$ cat src/rtl/button_bank_decoder_if.sv
// Bus between the board's button pins and the register-select logic:
// raw button vector in, decoded press/chord/release events out.
interface button_bank_decoder_if #(
  parameter int N_BUTTONS = 4,
  parameter int IDX_W     = (N_BUTTONS > 2) ? $clog2(N_BUTTONS) : 1
);
  logic [N_BUTTONS-1:0] button_in;
  logic                 press_valid;
  logic [IDX_W-1:0]     press_idx;
  logic                 press_repeat;
  logic                 multi_err;
  logic                 held;
  logic                 released;

  modport master (
    input  button_in,
    output press_valid,
    output press_idx,
    output press_repeat,
    output multi_err,
    output held,
    output released
  );

  modport slave (
    output button_in,
    input  press_valid,
    input  press_idx,
    input  press_repeat,
    input  multi_err,
    input  held,
    input  released
  );
endinterface

$ cat src/rtl/button_bank_decoder.sv
// Synchronises and debounces an N-bit push-button bank, encodes single presses
// into an index pulse, flags chords, and optionally auto-repeats a held button.
module button_bank_decoder #(
  parameter int N_BUTTONS       = 4,
  parameter int SYNC_STAGES     = 2,
  parameter int DEBOUNCE_CYCLES = 1,
  parameter int REPEAT_EN       = 0,
  parameter int REPEAT_DELAY    = 16,
  parameter int REPEAT_RATE     = 8
) (
  input  logic                  clk,
  input  logic                  nrst,
  button_bank_decoder_if.master bus
);
  localparam int IDX_W  = (N_BUTTONS > 2) ? $clog2(N_BUTTONS) : 1;
  localparam int CNT_W  = $clog2(DEBOUNCE_CYCLES + 1);
  localparam int RMAX   = (REPEAT_DELAY > REPEAT_RATE) ? REPEAT_DELAY : REPEAT_RATE;
  localparam int RCNT_W = $clog2(RMAX + 1);

  localparam logic [CNT_W-1:0]  DEB_C   = CNT_W'(DEBOUNCE_CYCLES);
  localparam logic [RCNT_W-1:0] DELAY_C = RCNT_W'(REPEAT_DELAY);
  localparam logic [RCNT_W-1:0] RATE_C  = RCNT_W'(REPEAT_RATE);

  localparam logic [1:0] ST_IDLE     = 2'd0;
  localparam logic [1:0] ST_DEBOUNCE = 2'd1;
  localparam logic [1:0] ST_HELD     = 2'd2;
  localparam logic [1:0] ST_RELEASE  = 2'd3;

  logic [N_BUTTONS-1:0] sync_q [SYNC_STAGES];
  logic [N_BUTTONS-1:0] s;

  logic [1:0]           state_q, state_d;
  logic [N_BUTTONS-1:0] cand_q, cand_d;
  logic [CNT_W-1:0]     cnt_q, cnt_d, cnt_inc;
  logic [RCNT_W-1:0]    rcnt_q, rcnt_d, rcnt_inc, rthr;
  logic                 rphase_q, rphase_d;
  logic [IDX_W-1:0]     idx_q, idx_d;
  logic                 valid_q, valid_d;
  logic                 repeat_q, repeat_d;
  logic                 err_q, err_d;
  logic                 held_q, held_d;
  logic                 rel_q, rel_d;
  logic                 accept, release_ok, advance, fire_ok;

  function automatic logic is_onehot(input logic [N_BUTTONS-1:0] v);
    return (v != '0) && ((v & (v - 1'b1)) == '0);
  endfunction

  function automatic logic [IDX_W-1:0] encode(input logic [N_BUTTONS-1:0] v);
    logic [IDX_W-1:0] enc;
    enc = '0;
    for (int k = 0; k < N_BUTTONS; k++) begin
      if (v[k]) enc = IDX_W'(k);
    end
    return enc;
  endfunction

  always_ff @(posedge clk) begin
    if (!nrst) begin
      for (int i = 0; i < SYNC_STAGES; i++) sync_q[i] <= '0;
    end else begin
      sync_q[0] <= bus.button_in;
      for (int i = 1; i < SYNC_STAGES; i++) sync_q[i] <= sync_q[i-1];
    end
  end

  assign s        = sync_q[SYNC_STAGES-1];
  assign cnt_inc  = cnt_q + 1'b1;
  assign rcnt_inc = rcnt_q + 1'b1;
  assign rthr     = rphase_q ? RATE_C : DELAY_C;

  always_comb begin
    state_d    = state_q;
    cand_d     = cand_q;
    cnt_d      = cnt_q;
    rcnt_d     = rcnt_q;
    rphase_d   = rphase_q;
    idx_d      = idx_q;
    valid_d    = 1'b0;
    repeat_d   = 1'b0;
    err_d      = 1'b0;
    rel_d      = 1'b0;
    accept     = 1'b0;
    release_ok = 1'b0;
    advance    = 1'b0;
    fire_ok    = 1'b0;

    case (state_q)
      ST_IDLE: begin
        if (s != '0) begin
          cand_d = s;
          cnt_d  = CNT_W'(1);
          if (DEBOUNCE_CYCLES == 1) accept = 1'b1;
          else state_d = ST_DEBOUNCE;
        end
      end
      ST_DEBOUNCE: begin
        if (s == '0) begin
          state_d = ST_IDLE;
        end else if (s == cand_q) begin
          cnt_d = cnt_inc;
          if (cnt_inc == DEB_C) accept = 1'b1;
        end else begin
          cand_d = s;
          cnt_d  = CNT_W'(1);
        end
      end
      ST_HELD: begin
        if (s == '0) begin
          cnt_d = CNT_W'(1);
          if (DEBOUNCE_CYCLES == 1) release_ok = 1'b1;
          else state_d = ST_RELEASE;
        end else if (s == cand_q) begin
          advance = 1'b1;
          fire_ok = 1'b1;
        end
      end
      ST_RELEASE: begin
        // The repeat timer keeps running through a release bounce, but pulses are suppressed here.
        advance = 1'b1;
        if (s == '0) begin
          cnt_d = cnt_inc;
          if (cnt_inc == DEB_C) release_ok = 1'b1;
        end else begin
          state_d = ST_HELD;
        end
      end
      default: state_d = ST_IDLE;
    endcase

    if (accept) begin
      state_d  = ST_HELD;
      rcnt_d   = '0;
      rphase_d = 1'b0;
      if (is_onehot(s)) begin
        valid_d = 1'b1;
        idx_d   = encode(s);
      end else begin
        err_d = 1'b1;
      end
    end

    if (release_ok) begin
      rel_d   = 1'b1;
      state_d = ST_IDLE;
    end

    // After the first repeat the timer restarts from zero with the shorter rate period.
    if (advance) begin
      if (REPEAT_EN != 0) begin
        if (rcnt_inc == rthr) begin
          rcnt_d   = '0;
          rphase_d = 1'b1;
          valid_d  = fire_ok && is_onehot(cand_q);
          repeat_d = fire_ok && is_onehot(cand_q);
        end else begin
          rcnt_d = rcnt_inc;
        end
      end else if (rcnt_q != '1) begin
        rcnt_d = rcnt_inc;
      end
    end

    held_d = (state_d == ST_HELD) || (state_d == ST_RELEASE);
  end

  always_ff @(posedge clk) begin
    if (!nrst) begin
      state_q  <= ST_IDLE;
      cand_q   <= '0;
      cnt_q    <= '0;
      rcnt_q   <= '0;
      rphase_q <= 1'b0;
      idx_q    <= '0;
      valid_q  <= 1'b0;
      repeat_q <= 1'b0;
      err_q    <= 1'b0;
      held_q   <= 1'b0;
      rel_q    <= 1'b0;
    end else begin
      state_q  <= state_d;
      cand_q   <= cand_d;
      cnt_q    <= cnt_d;
      rcnt_q   <= rcnt_d;
      rphase_q <= rphase_d;
      idx_q    <= idx_d;
      valid_q  <= valid_d;
      repeat_q <= repeat_d;
      err_q    <= err_d;
      held_q   <= held_d;
      rel_q    <= rel_d;
    end
  end

  assign bus.press_valid  = valid_q;
  assign bus.press_idx    = idx_q;
  assign bus.press_repeat = repeat_q;
  assign bus.multi_err    = err_q;
  assign bus.held         = held_q;
  assign bus.released     = rel_q;
endmodule

$ cat src/flat_wrapper.sv
// flat-port wrapper written by rule: the top's interface ports become plain ports
module button_bank_decoder_flat 
#(
  parameter int N_BUTTONS       = 4,
  parameter int SYNC_STAGES     = 2,
  parameter int DEBOUNCE_CYCLES = 1,
  parameter int REPEAT_EN       = 0,
  parameter int REPEAT_DELAY    = 16,
  parameter int REPEAT_RATE     = 8
)
  (clk, nrst, bus_button_in, bus_press_valid, bus_press_idx, bus_press_repeat, bus_multi_err, bus_held, bus_released);
  button_bank_decoder_if #(.N_BUTTONS(N_BUTTONS)) bus_i ();
  input  logic clk;
  input  logic nrst;
  input wire logic [$bits(bus_i.button_in)-1:0] bus_button_in;
  output wire logic [$bits(bus_i.press_valid)-1:0] bus_press_valid;
  output wire logic [$bits(bus_i.press_idx)-1:0] bus_press_idx;
  output wire logic [$bits(bus_i.press_repeat)-1:0] bus_press_repeat;
  output wire logic [$bits(bus_i.multi_err)-1:0] bus_multi_err;
  output wire logic [$bits(bus_i.held)-1:0] bus_held;
  output wire logic [$bits(bus_i.released)-1:0] bus_released;
  assign bus_i.button_in = bus_button_in;
  assign bus_press_valid = bus_i.press_valid;
  assign bus_press_idx = bus_i.press_idx;
  assign bus_press_repeat = bus_i.press_repeat;
  assign bus_multi_err = bus_i.multi_err;
  assign bus_held = bus_i.held;
  assign bus_released = bus_i.released;
  button_bank_decoder #(.N_BUTTONS(N_BUTTONS), .SYNC_STAGES(SYNC_STAGES), .DEBOUNCE_CYCLES(DEBOUNCE_CYCLES), .REPEAT_EN(REPEAT_EN), .REPEAT_DELAY(REPEAT_DELAY), .REPEAT_RATE(REPEAT_RATE)) u_core (.clk(clk), .nrst(nrst), .bus(bus_i));
endmodule
$ cat config.mk
export PLATFORM = sky130hd
export DESIGN_NAME = button_bank_decoder_flat
export DESIGN_NICKNAME = d
export VERILOG_FILES = /design/src/rtl/button_bank_decoder_if.sv /design/src/rtl/button_bank_decoder.sv /design/src/flat_wrapper.sv
export SDC_FILE = /design/constraint.sdc
export NUM_CORES = 1
export LEC_CHECK = 0
export ABC_AREA = 1
export CAP_MARGIN = 20
export CORE_MARGIN = 3
export CORE_UTILIZATION = 51
export DETAILED_ROUTE_END_ITERATION = 8
export GPL_ROUTABILITY_DRIVEN = 0
export PLACE_DENSITY = 0.86
export SKIP_CTS_REPAIR_TIMING = 1
export SLEW_MARGIN = 20
export SYNTH_ARGS = -nofsm -noshare
export SYNTH_HDL_FRONTEND = slang
export SYNTH_SLANG_ARGS = --single-unit
$ cat constraint.sdc
create_clock -name clk -period 1.26 [get_ports clk]
set_input_delay 0.252 -clock clk [delete_from_list [all_inputs] [get_ports clk]]
set_output_delay 0.252 -clock clk [all_outputs]
set_load 0.005 [all_outputs]
# Yosys cells after proc, flatten, opt, wreduce, memory -nomap -nowiden
# Memories as Yosys holds them, arrays and structs flattened.
# Index checks and enable logic that the tools add are counted.
totals:
  reg_bits: 13
  mem_bits_rw: 8
  in_bits: 6
  output_inout_bits: 7
  wordCells: 70
  mem_count: 1
op_classes:
  addsub: 2
  eq_ne: 11
  mux: 33
  bitwise_logic: 3
  reduce_logical: 12
memory_table:
  columns: ["name", "words", "width", "read_ports", "rd_clocked_by_memory_dff", "write_ports", "line", "text"]
  rows:
  - ["u_core.sync_q", 2, 4, 2, 0, 2, "button_bank_decoder.sv:29", "logic [N_BUTTONS-1:0] sync_q [SYNC_STAGES];"]
op_table:
  columns: ["operator", "n"]
  rows:
  - ["4-bit two-way mux", 5]
  - ["1-bit two-way mux", 17]
  - ["2-bit two-way mux", 6]
  - ["2-bit equality test (second input constant)", 4]
  - ["4-bit zero test", 2]
  - ["4-bit case mux with 2 select lines", 1]
  - ["4-bit AND reduction", 2]
  - ["2-bit by 1-bit inequality test with 1-bit output (second input constant)", 3]
  - ["2-bit case mux with 3 select lines", 1]
  - ["4-bit AND", 1]
  - ["4-bit equality test", 1]
  - ["2-bit inequality test (second input constant)", 2]
  - ["1-bit case mux with 2 select lines", 2]
  - ["1-bit case mux with 4 select lines", 1]
  - ["2-bit AND reduction", 2]
  - ["4-bit nonzero test", 1]
  - ["4-bit by 1-bit subtractor with 4-bit output (second input constant)", 1]
  - ["2-bit by 1-bit equality test with 1-bit output (second input constant)", 1]
  - ["2-bit zero test", 1]
  - ["1-bit bitwise OR", 2]
  - ["2-bit nonzero test", 1]
  - ["2-bit OR reduction", 1]
  - ["1-bit adder (second input constant)", 1]
  - ["1-bit logical AND", 1]
  - ["1-bit logical OR", 1]

# Longest topological paths before layout
logic_depth:
  ltp_word: 9
  depth_mapped: 10
  ltp_nobuf: 10

# Least setup slack after synthesis
# No wires, ideal clock.
synth_timing:
  kind: "register to register"
  startpoint: "memory u_core.sync_q[1][1] (netlist: u_core.sync_q[0][5])"
  endpoint: "register u_core.idx_q[0] (netlist: u_core.bus.press_idx[0])"
  setup_ns: 0.064
  arrival_time_ns: 1.044
  required_ns: 1.196
  setup_slack_ns: 0.153
  path_stages_with_launch: 11
  n_path_buf: 0
  synth_period_minus_slack_ns: 1.107
  cell_sequence: "dfxtp_1 > inv_2 > nand2_2 > nand2_2 > nor2_4 > nand2_2 > nand2_4 > nand3_2 > nand2_1 > inv_1 > nor2_1"
synth_lines:
  columns: ["item", "line", "text"]
  rows:
  - ["start: declaration", "button_bank_decoder.sv:29", null]
  - ["end signal: assignment", "button_bank_decoder.sv:186", "idx_q <= idx_d;"]
  - ["end: declaration", "button_bank_decoder.sv:37", "logic [IDX_W-1:0] idx_q, idx_d;"]

==> summary.md <==
| Metric | Value |
|---|---|
| Post-synthesis adder-cell area fraction | 0% |
| Min Clock Period, post-route | ~1.2 ns |
| Distinct cell type count after synthesis | 20 |
| Die H | 48.5 um |
| Worst Path Required | 1.47 ns |
| DP Wirelength | 1.24 mm |
| Flop pwr share | around 56% |
| PD cells | 1100 nW/um^2 |
| Share of layout cells above drive strength 1 | a little over a third |
| Max Cap Viol | 0 |
| Fillers | between 100 and 150 |
| Initial DRT Pass Iterations | 4 |
| Standard-cell rows | 14 |
| Layout area overhead | 28.9% |
| CTS Buf Count | 3 |
| I/O Buffers | 11 |
| Final #Nets | 145 |
| Setup CP Type | reg -> reg |
| P_int | 0.929 mW |
| Max-slew violations | 0 |
| Vias in the first global route | 701 |
| Outcome | completed |
| Clock Path Buffers | 2 |
| Cell area after technology mapping | 922 um^2 |
| Hold Path Origin | u_core.sync_q[0][1] |
| Antenna fix cells | 0 |
| Clk network pwr share | 24.3% |
| Hold_ws | approximately 0.41 ns |
| VDD IR-drop max | 0.761 mV |
| Leak pwr | 0.632 nW |
| Drt drc | 0 |
| Sequential area share after synthesis | 45.6% |
| Vias | 774 |
| Layout Cell Area excl Fill | 1190 um^2 |
| Grt ovf | 0 |
| YS warnings | 0 |
| RSZ-0062 raised after global routing | true |
| FF-to-FF setup slack | 0.03 ns |
| Top-area cell type share of the netlist area | 45.6% |
| Synth area leader | dfxtp_1 |
| Routed Antenna Nets | 0 |
| Post-detailed-routing wire length | between 1.5 and 2 mm |
| Worst clock skew | 0.00134 ns |
| Max Fanout on Critical Path | 4 |
| Die area | 2350 um^2 |
| WP data arrival | 1.44 ns |
| Tightest Hold Check Type | reg -> reg |
| Main combinational cell family by area after synthesis | simple AND/OR/NAND/NOR gates |
| Initial core utilization | 57.8% |
| Largest net degree at the start of global routing | 13 |
| H-tree depth | 1 |
| CTS Sinks | 21 |
| WL/cell | approximately 12 um |
| Critical Path Source Type | flip-flop |
| Placed standard-cell area | 1050 um^2 |
| Core Area | 1590 um^2 |
| Global-route wire length before repair | 2.86 mm |
| Vias/cell | between 4 and 5 |
| Tot Pwr | roughly 1.3 mW |
| Hold depth | 2 |
| Worst setup EP type | flip-flop |
| Synth Instances | between 100 and 150 |
| Max frequency | a little over 800 MHz |
| Top cells by area, synth | dfxtp_1 (46%), nand2_1 (13%), inv_1 (9.0%) |
| Net Sw Power | between 0.3 and 0.4 mW |
| Clock Latency Late Sink | 0.30 ns |
| Period utilisation layout | 97.8% |
| Clk slew on worst S/H paths | around 0.11 ns |
| Synth Area in XOR/XNOR | 0% |
| CTS tree | yes |
| Count of state elements after synthesis | 21 |
| Initial antenna violation count | 0 |
| Final setup fails | 0 |
| Overall Global Routing Usage | 15.4% |
| Switching fraction of total power | 29.1% |
| Final hold vios | 0 |
| RR Startpoint | u_core.sync_q[0][6] |
| Syn_area_per_cell | 7.50 um^2 |
| Die W | 48.5 um |
| Synth Area in Compound Gates | 8.28% |
| I/O Pins | 13 |
| Mux contribution to synthesized area | 0% |
| Worst R2R Path Depth | 9 |
| Gate power share | 19.9% |
| Synth Area in Simple Gates | 33.5% |
| Initial DRC count | 13 |
| CTS root buf | clkbuf_4 |
| CP startpoint | u_core.sync_q[0][6] |
| Syn Nets | 129 |
-- logic make-up (layout without fill, tap and decap cells) --
logic type	Yosys count	count (layout)
AND/OR/NAND/NOR	61	61
buffers and inverters	27	42
flip-flops	21	21
AO/OA/AOI/OAI	13	13
other	1	1
-- worst max-delay path: stages (launching register included) --
cell and delay [ns]:
dfxtp_4 0.41, inv_4 0.05, nand2_2 0.05, nand2_2 0.06, nor2_4 0.14, nand2_2 0.10, nand2_4 0.10, nand4_1 0.11
nand2_1 0.08, nor2_1 0.04
-- power groups by stage --
stage	clock, mW	combinational, mW	sequential (mW)
6_report	0.319	0.261	0.731
5_1_grt	0.356	0.287	0.736
4_1_cts	0.333	0.228	0.730
3_5_place_dp	0	0.226	0.745
3_3_place_gp	0	0.219	0.743
2_1_floorplan	0	0.153	0.743
-- final timing paths --
kind                                  end
setup / recovery  u_core.bus.press_idx[1]
hold / removal        u_core.sync_q[0][5]
setup reg to reg  u_core.bus.press_idx[1]
hold reg to reg       u_core.sync_q[0][5]
-- state kept, by name, summed over array words and instances (netlist names) --
name,count
u_core.bus.released,1
u_core.state_q,2
u_core.cnt_q,1
u_core.cand_q,4
u_core.bus.press_valid,1
u_core.bus.press_idx,2
u_core.sync_q,8
u_core.bus.multi_err,1
u_core.bus.held,1
-- routing by layer --
metal / vias to the layer above / global-route usage [%] / wire length (um)
met2: 19 / 27.3 / 1060
met5: - / 0 / 0
met3: 4 / 5.52 / 88
li1: 399 / - / -
met4: 0 / 4.74 / 25
met1: 352 / 17.2 / 752
-- per-stage QoR --
| step | worst slack [ns] | std cells | setup TNS, ns | util [%] |
|---|---|---|---|---|
| floorplan | 0.153 | 123 | 0 | - |
| global placement | 0.0429 | 157 | 0 | 65.9 |
| detailed placement | -0.00430 | 157 | -0.00430 | 65.9 |
| CTS | -0.165 | 161 | -0.870 | 67.7 |
| global route | -0.0579 | 162 | -0.224 | 74.6 |
| finish | 0.0272 | 162 | 0 | 74.6 |
-- cell usage after synthesis, drive strengths merged --
cell	count
nand4	2
inv	25
a21oi	10
nor3	1
nand3	7
dfxtp	21
conb	1
nor2	10
o21ai	3
nand2	41
buf	2
-- cell usage in the layout, fill, tap and decap left out, drive strengths merged --
cell type	instances
a21oi	10
buf	2
clkbuf	3
clkdlybuf4s50	5
clkinv	1
conb	1
dfxtp	21
dlymetal6s2s	6
inv	25
nand2	41
nand3	7
nand4	2
nor2	10
nor3	1
o21ai	3
-- layout make-up --
cell class                      instances  area (um^2)  area share (%)
Timing Repair Buffer                   13          140            11.8
Inverter                               25         96.3            8.11
Clock buffer                            3         22.5            1.89
Tap cell                               24         30.0            2.53
Multi-Input combinational cell         75          452            38.0
Clock inverter                          1         5.00           0.421
Sequential cell                        21          443            37.3
(Power assumes the default switching activity.)
